**config.mk**
```make
export PLATFORM = sky130hd
export DESIGN_NAME = soc_bram_arbiter
export DESIGN_NICKNAME = d
export VERILOG_FILES = /design/src/rtl/soc_bram_arbiter.sv
export SDC_FILE = /design/constraint.sdc
export NUM_CORES = 1
export LEC_CHECK = 0
export ABC_AREA = 1
export BUFFER_PORTS_ARGS = -buffer_cell sky130_fd_sc_hd__buf_2
export CAP_MARGIN = 15
export CORE_ASPECT_RATIO = 1.75
export CORE_UTILIZATION = 47
export DETAILED_ROUTE_END_ITERATION = 8
export GPL_ROUTABILITY_DRIVEN = 0
export PLACE_DENSITY = 0.75
export SYNTH_ARGS = -nofsm -noshare
export SYNTH_HDL_FRONTEND = slang
export SYNTH_SLANG_ARGS = --single-unit
```
**constraint.sdc**
```tcl
create_clock -name clk -period 1.85 [get_ports clk]
set_input_delay 0.0925 -clock clk [delete_from_list [all_inputs] [get_ports clk]]
set_output_delay 0.0925 -clock clk [all_outputs]
set_load 0.01 [all_outputs]
```
**src/rtl/soc_bram_arbiter.sv**
```systemverilog
// Shares one soc_bram_ctl between the instruction-fetch port (i_*) and the data port (d_*).
// Define SOC_BRAM_ARB_RR_EN for round-robin arbitration; the default is fixed data-first priority.
//
// state | meaning
// INIT  | post-reset holdoff so a ctl transaction cut off by reset can drain
// IDLE  | sample requests, latch the winner onto m_*
// BUSY  | m_valid to ctl until m_done, capture m_dread
// RESP  | one-cycle done pulse on the granted port
module soc_bram_arbiter #(
    parameter int addr_width = 8,
    parameter int HOLDOFF    = 4
) (
    input  logic                  clk,
    input  logic                  reset_n,
    input  logic                  i_valid,
    input  logic [addr_width-1:0] i_addr,
    output logic [31:0]           i_dread,
    output logic                  i_done,
    input  logic                  d_valid,
    input  logic                  d_rw,
    input  logic [addr_width-1:0] d_addr,
    input  logic [31:0]           d_dwrite,
    output logic [31:0]           d_dread,
    output logic                  d_done,
    output logic                  m_valid,
    output logic                  m_rw,
    output logic [addr_width-1:0] m_addr,
    output logic [31:0]           m_dwrite,
    input  logic [31:0]           m_dread,
    input  logic                  m_done
);

    localparam int CW = (HOLDOFF > 1) ? $clog2(HOLDOFF) : 1;

    typedef enum logic [1:0] {INIT, IDLE, BUSY, RESP} state_t;

    state_t          state, state_nxt;
    logic [CW-1:0]   hold_cnt;
    logic            grant_d;
    logic            pick_d;
    logic            any_req;

    assign any_req = i_valid | d_valid;

`ifdef SOC_BRAM_ARB_RR_EN
    logic last_d;

    // On a tie the port that did not win last time gets the grant.
    assign pick_d = d_valid & (~i_valid | ~last_d);

    always_ff @(posedge clk or negedge reset_n) begin
        if (!reset_n) begin
            last_d <= 1'b1;
        end else if (state == IDLE && any_req) begin
            last_d <= pick_d;
        end
    end
`else
    assign pick_d = d_valid;
`endif

    always_comb begin
        state_nxt = state;
        case (state)
            INIT: if (hold_cnt == CW'(HOLDOFF - 1)) state_nxt = IDLE;
            IDLE: if (any_req) state_nxt = BUSY;
            BUSY: if (m_done) state_nxt = RESP;
            RESP: state_nxt = IDLE;
            default: state_nxt = INIT;
        endcase
    end

    always_ff @(posedge clk or negedge reset_n) begin
        if (!reset_n) begin
            state    <= INIT;
            hold_cnt <= '0;
            grant_d  <= 1'b0;
            m_rw     <= 1'b0;
            m_addr   <= '0;
            m_dwrite <= '0;
            i_dread  <= '0;
            d_dread  <= '0;
        end else begin
            state <= state_nxt;
            if (state == INIT) begin
                hold_cnt <= hold_cnt + CW'(1);
            end
            if (state == IDLE && any_req) begin
                grant_d  <= pick_d;
                m_addr   <= pick_d ? d_addr : i_addr;
                m_rw     <= pick_d & d_rw;
                m_dwrite <= pick_d ? d_dwrite : '0;
            end
            if (state == BUSY && m_done) begin
                if (grant_d) d_dread <= m_dread;
                else         i_dread <= m_dread;
            end
        end
    end

    // ctl restarts if valid is still high in its done cycle, so mask it combinationally.
    assign m_valid = (state == BUSY) & ~m_done;
    assign i_done  = (state == RESP) & ~grant_d;
    assign d_done  = (state == RESP) & grant_d;

endmodule

```
### Yosys cells after proc, flatten, opt, wreduce, memory -nomap -nowiden

Cells that the tools add are included.

| operators by class | value |
|---|---|
| add/sub/neg operators | 1 |
| equal/unequal tests | 7 |
| mux-type cells | 6 |
| bitwise operators | 7 |
| reductions and logical operators | 6 |

Operator list:

| cell | number |
|---|---|
| two-way mux 32 bit | 1 |
| two-way mux 8 bit | 1 |
| case mux 2 bit (4 select lines) | 1 |
| == test 2 bit, second input constant | 3 |
| two-way mux 2 bit | 3 |
| inequality test 2 bit, second input constant | 3 |
| bitwise AND 1 bit | 4 |
| AND reduction 2 bit | 2 |
| AND reduction 3 bit | 1 |
| adder 2 x 1 -> 2 bit, second input constant | 1 |
| == test 2 x 1 -> 1 bit, second input constant | 1 |
| logical AND 1 bit | 2 |
| zero test 2 bit | 1 |
| NOT 1 bit | 2 |
| bitwise OR 1 bit | 1 |

| word-level totals | value |
|---|---|
| bits in registers | 110 |
| bits of input ports | 86 |
| output and inout port bits | 108 |
| word-level logic and storage cells | 35 |

### Longest topological paths before layout

| logic depth | value |
|---|---|
| word-level depth | 3 |
| gate-level depth with buffers | 7 |
| depth with buffers taken out | 6 |

### Least setup slack after synthesis

OpenSTA, ideal clock, no wires.

| timing path | value |
|---|---|
| kind | reg-to-reg |
| from | register state[0] |
| to | register d_dread[10] |
| setup time | 0.131 ns |
| arrival time | 1.182 ns |
| required time | 1.719 ns |
| setup slack | 0.536 ns |
| cell stages (with the launch flop) | 6 |
| path buffers | 1 |
| period minus slack after synthesis | 1.314 ns |
| cell sequence | dfrtp_1 > inv_1 > ha_1 > nand3_4 > clkbuf_1 > o21ai_0 |

| on the way | value |
|---|---|
| cells in the longest elaborated chain, start to end | 3 |

RTL lines:

| item | RTL line | RTL |
|---|---|---|
| start, declared | 37 | `state_t state, state_nxt;` |
| start signal, assigned | 84 | `state <= state_nxt;` |
| == test 2 bit | 94 | `if (state == BUSY && m_done) begin` |
| logical AND 1 bit | 94 |  |
| AND reduction 2 bit (no line) | - |  |
| end signal, assigned | 95 | `if (grant_d) d_dread <= m_dread;` |
| end, declared | 23 | `output logic [31:0] d_dread,` |

No other way between the ends.
A chain may end at the register's enable or synchronous reset.

### Worst setup path in the final report

| timing path | value |
|---|---|
| from | register state[0] |
| to | output m_valid |

| on the way | value |
|---|---|
| cells in the longest elaborated chain, start to end | 2 |

RTL lines:

| item | RTL line | RTL |
|---|---|---|
| == test 2 bit | 102 | `assign m_valid = (state == BUSY) & ~m_done;` |
| bitwise AND 1 bit | 102 |  |
| end, declared | 25 | `output logic m_valid,` |

No other way between the ends.

==> metrics.yaml <==
crit_top_cell: "inv_1"
grt_pass1_vias: 3809
slew_headroom_pct: 69.7
crit_chain: "inv_1 -> ha_1 -> nand2_1 -> inv_1 -> buf_2"
track_usage_pct: 23.2
ir_worst_vdd_mv: 0.789
die_x_um: 75.4
critPathSlowestCell: "dfrtp_1"
power_density_mw_per_mm2: 1600
postCtsSetupBuffers: 0
yosys.area.top_type: "dfrtp_1"
muxShareOfSynthArea_pct: 0.254
setup_viol: 0
portBuffers: 193
cp_data_required_time_ps: 1760
wl_per_cell_um: 13.5
nNetsFinal: 790
whs_ps: 16.2
die_h_um: 130
root_buffer: "clkbuf_16"
rsz0062_at_grt: "no"
synth_area_mm2: 0.00443
synth_fa_ha_area_share_pct: 1.70
hold_viol: 0
synth_edf_count: 0
antenna_found_initial: 0
cts_tree: "built"
antenna_cells: 0
cpPeakStageDelay_ps: 440
dieArea_mm2: 0.00982
status: "finished clean"
setup_ws_ps: 239
ys_seq_elements: 110
synth_top_area_share_pct: 62.2
postRouteWirelength_um: 11100
p_leak_uw: 0.00362
setup.worst_path.start_class: "flop"
synth-xor-area-share_pct: 0.198
finClkSkew_ps: 8.01
synth-simple-area-share_pct: 20.8
initial_utilization_pct: 48.7
cts.path.max_buffers: 2
first_iter_violations: 211
max_freq_mhz: 621
arrival_ps: 1520
layout_min_cycle_time_ps: 1610
worst_slew_pin_slew_ps: 455
setup.worst_path.end_class: "output pin"
synth_ff_type: "dfrtp_1"
crit_buf_inv: 3
yosysSeqAreaShare_pct: 62.2
htreeDepth: 3
rows: 46
synthCells: 474
coreArea_mm2: 0.00909
via_count: 3885
ys_async_sr_fraction_pct: 100
drc: 0
syn_area_per_cell_um2: 9.34
yosysWarningCount: 0
synth_compound_area_share_pct: 7.72
syn2layout_area_growth_pct: 39.1
post-route-period-util_pct: 87.1
crit_type: "flop to output pin"
tns_ps: 0
synth_nets: 566
numCtsBuffers: 9
hold_class: "input pin to flop"
grt_start_max_net_pins: 61
synth_area_leaders: "dfrtp_1 62%, nand2_1 18%, o21ai_0 6.9%"
overflow: 0
io_pins: 194
synth_top_family_by_area: "simple AND/OR/NAND/NOR gates"
drive_gt1_share_pct: 32.1
place_ws_ps: 268
critPathMaxFanout: 5
nFillCells: 731
maxSlewViolCount: 0
cap_violations: 0
grt_pass1_wl_um: 17500
routed_via_density: 4.72
drtPass1Iterations: 4
clock-sinks: 110
synth_cell_types: 23
clkLatencyLatePin_ps: 340
hpwlAfterDp_um: 7480
cp_top_family: "flip-flops"
clkTransAtPathRegs_ps: 70
antenna_left: 0
## sequential cells by signal (all words and copies together) (netlist names)
| name | flops |
|---|---|
| d_dread | 32 |
| grant_d | 1 |
| hold_cnt | 2 |
| i_dread | 32 |
| m_addr | 8 |
| m_dwrite | 32 |
| m_rw | 1 |
| state | 2 |
## tightest hold or removal path: stages
cell	delay, ps
buf_2	100
inv_1	50
o21ai_0	70
## final cells by class
cell class	instances	area (um^2)	area share (%)
Timing Repair Buffer	233	1390	22.6
Clock inverter	7	118	1.91
Multi-Input combinational cell	302	1360	22.0
Tap cell	120	150	2.44
Inverter	42	163	2.64
Clock buffer	9	225	3.66
Sequential cell	110	2750	44.7
## cell usage in the layout (no fill, tap or decap), drive strengths merged, types with 3 or more instances in the layout
| master | instances |
|---|---|
| inv | 44 |
| dfrtp | 110 |
| ha | 6 |
| bufinv | 3 |
| dlygate4sd3 | 34 |
| nor2 | 3 |
| buf | 199 |
| o21ai | 66 |
| nand2 | 220 |
| clkbuf | 9 |
## cells in the mapped netlist, types with 2 or more instances
cell      number
nand2_2        4
nand4_1        2
buf_6          7
o21ai_0       61
clkbuf_1       3
o21ai_1        4
dfrtp_1      110
nor2_1         2
inv_1         40
nand2_1      216
ha_1           6
buf_2          7
buf_4          2
## layer usage
| metal | up-vias | track usage, % | part of all wire (%) |
|---|---|---|---|
| met5 | - | 0 | 0 |
| met4 | 0 | 7.95 | 1.8 |
| met3 | 14 | 6.10 | 7.8 |
| met2 | 175 | 40.4 | 51 |
| met1 | 1798 | 27.1 | 39 |
| li1 | 1898 | - | - |
## metrics by stage
stage          cell area (um^2)  cells  power, uW  utilization [%]
5_1_grt                    6150    823      10600             67.7
2_1_floorplan              4430    474       6110                -
3_5_place_dp               5470    773       7670             60.2
6_report                   6150    823       9870             67.7
3_3_place_gp               5470    773       7470             60.2
4_1_cts                    6150    823       9950             67.7
## timing repair
action | CTS | global route
gates resized for setup | 0 | 0
hold endpoints to repair | 66 | 0
hold buffers | 34 | 0
## final timing paths
path | start | endpoint | slack [ps] | depth (start not counted)
max in group asynchronous | reset_n | m_addr[4] | 920 | 3
min in group asynchronous | reset_n | d_dread[10] | 240 | 2
max | state[0] | m_valid | 240 | 5
min | m_dread[14] | d_dread[14] | 20 | 3
max reg2reg | state[1] | m_dwrite[5] | 250 | 6
min reg2reg | m_dwrite[26] | m_dwrite[26] | 480 | 2
## power breakdown
| group | internal [uW] | switching (uW) | total, uW |
|---|---|---|---|
| registers | 3490 | 608 | 4090 |
| logic | 1480 | 2120 | 3600 |
| clock network | 1330 | 842 | 2170 |
## cell families after synthesis
group                    Yosys count
buffers and inverters             62
AO/OA/AOI/OAI                     66
adder cells (fa/ha/maj)            6
multiplexers                       1
XOR/XNOR                           1
AND/OR/NAND/NOR                  228
flip-flops                       110
(Power assumes the default switching activity.)
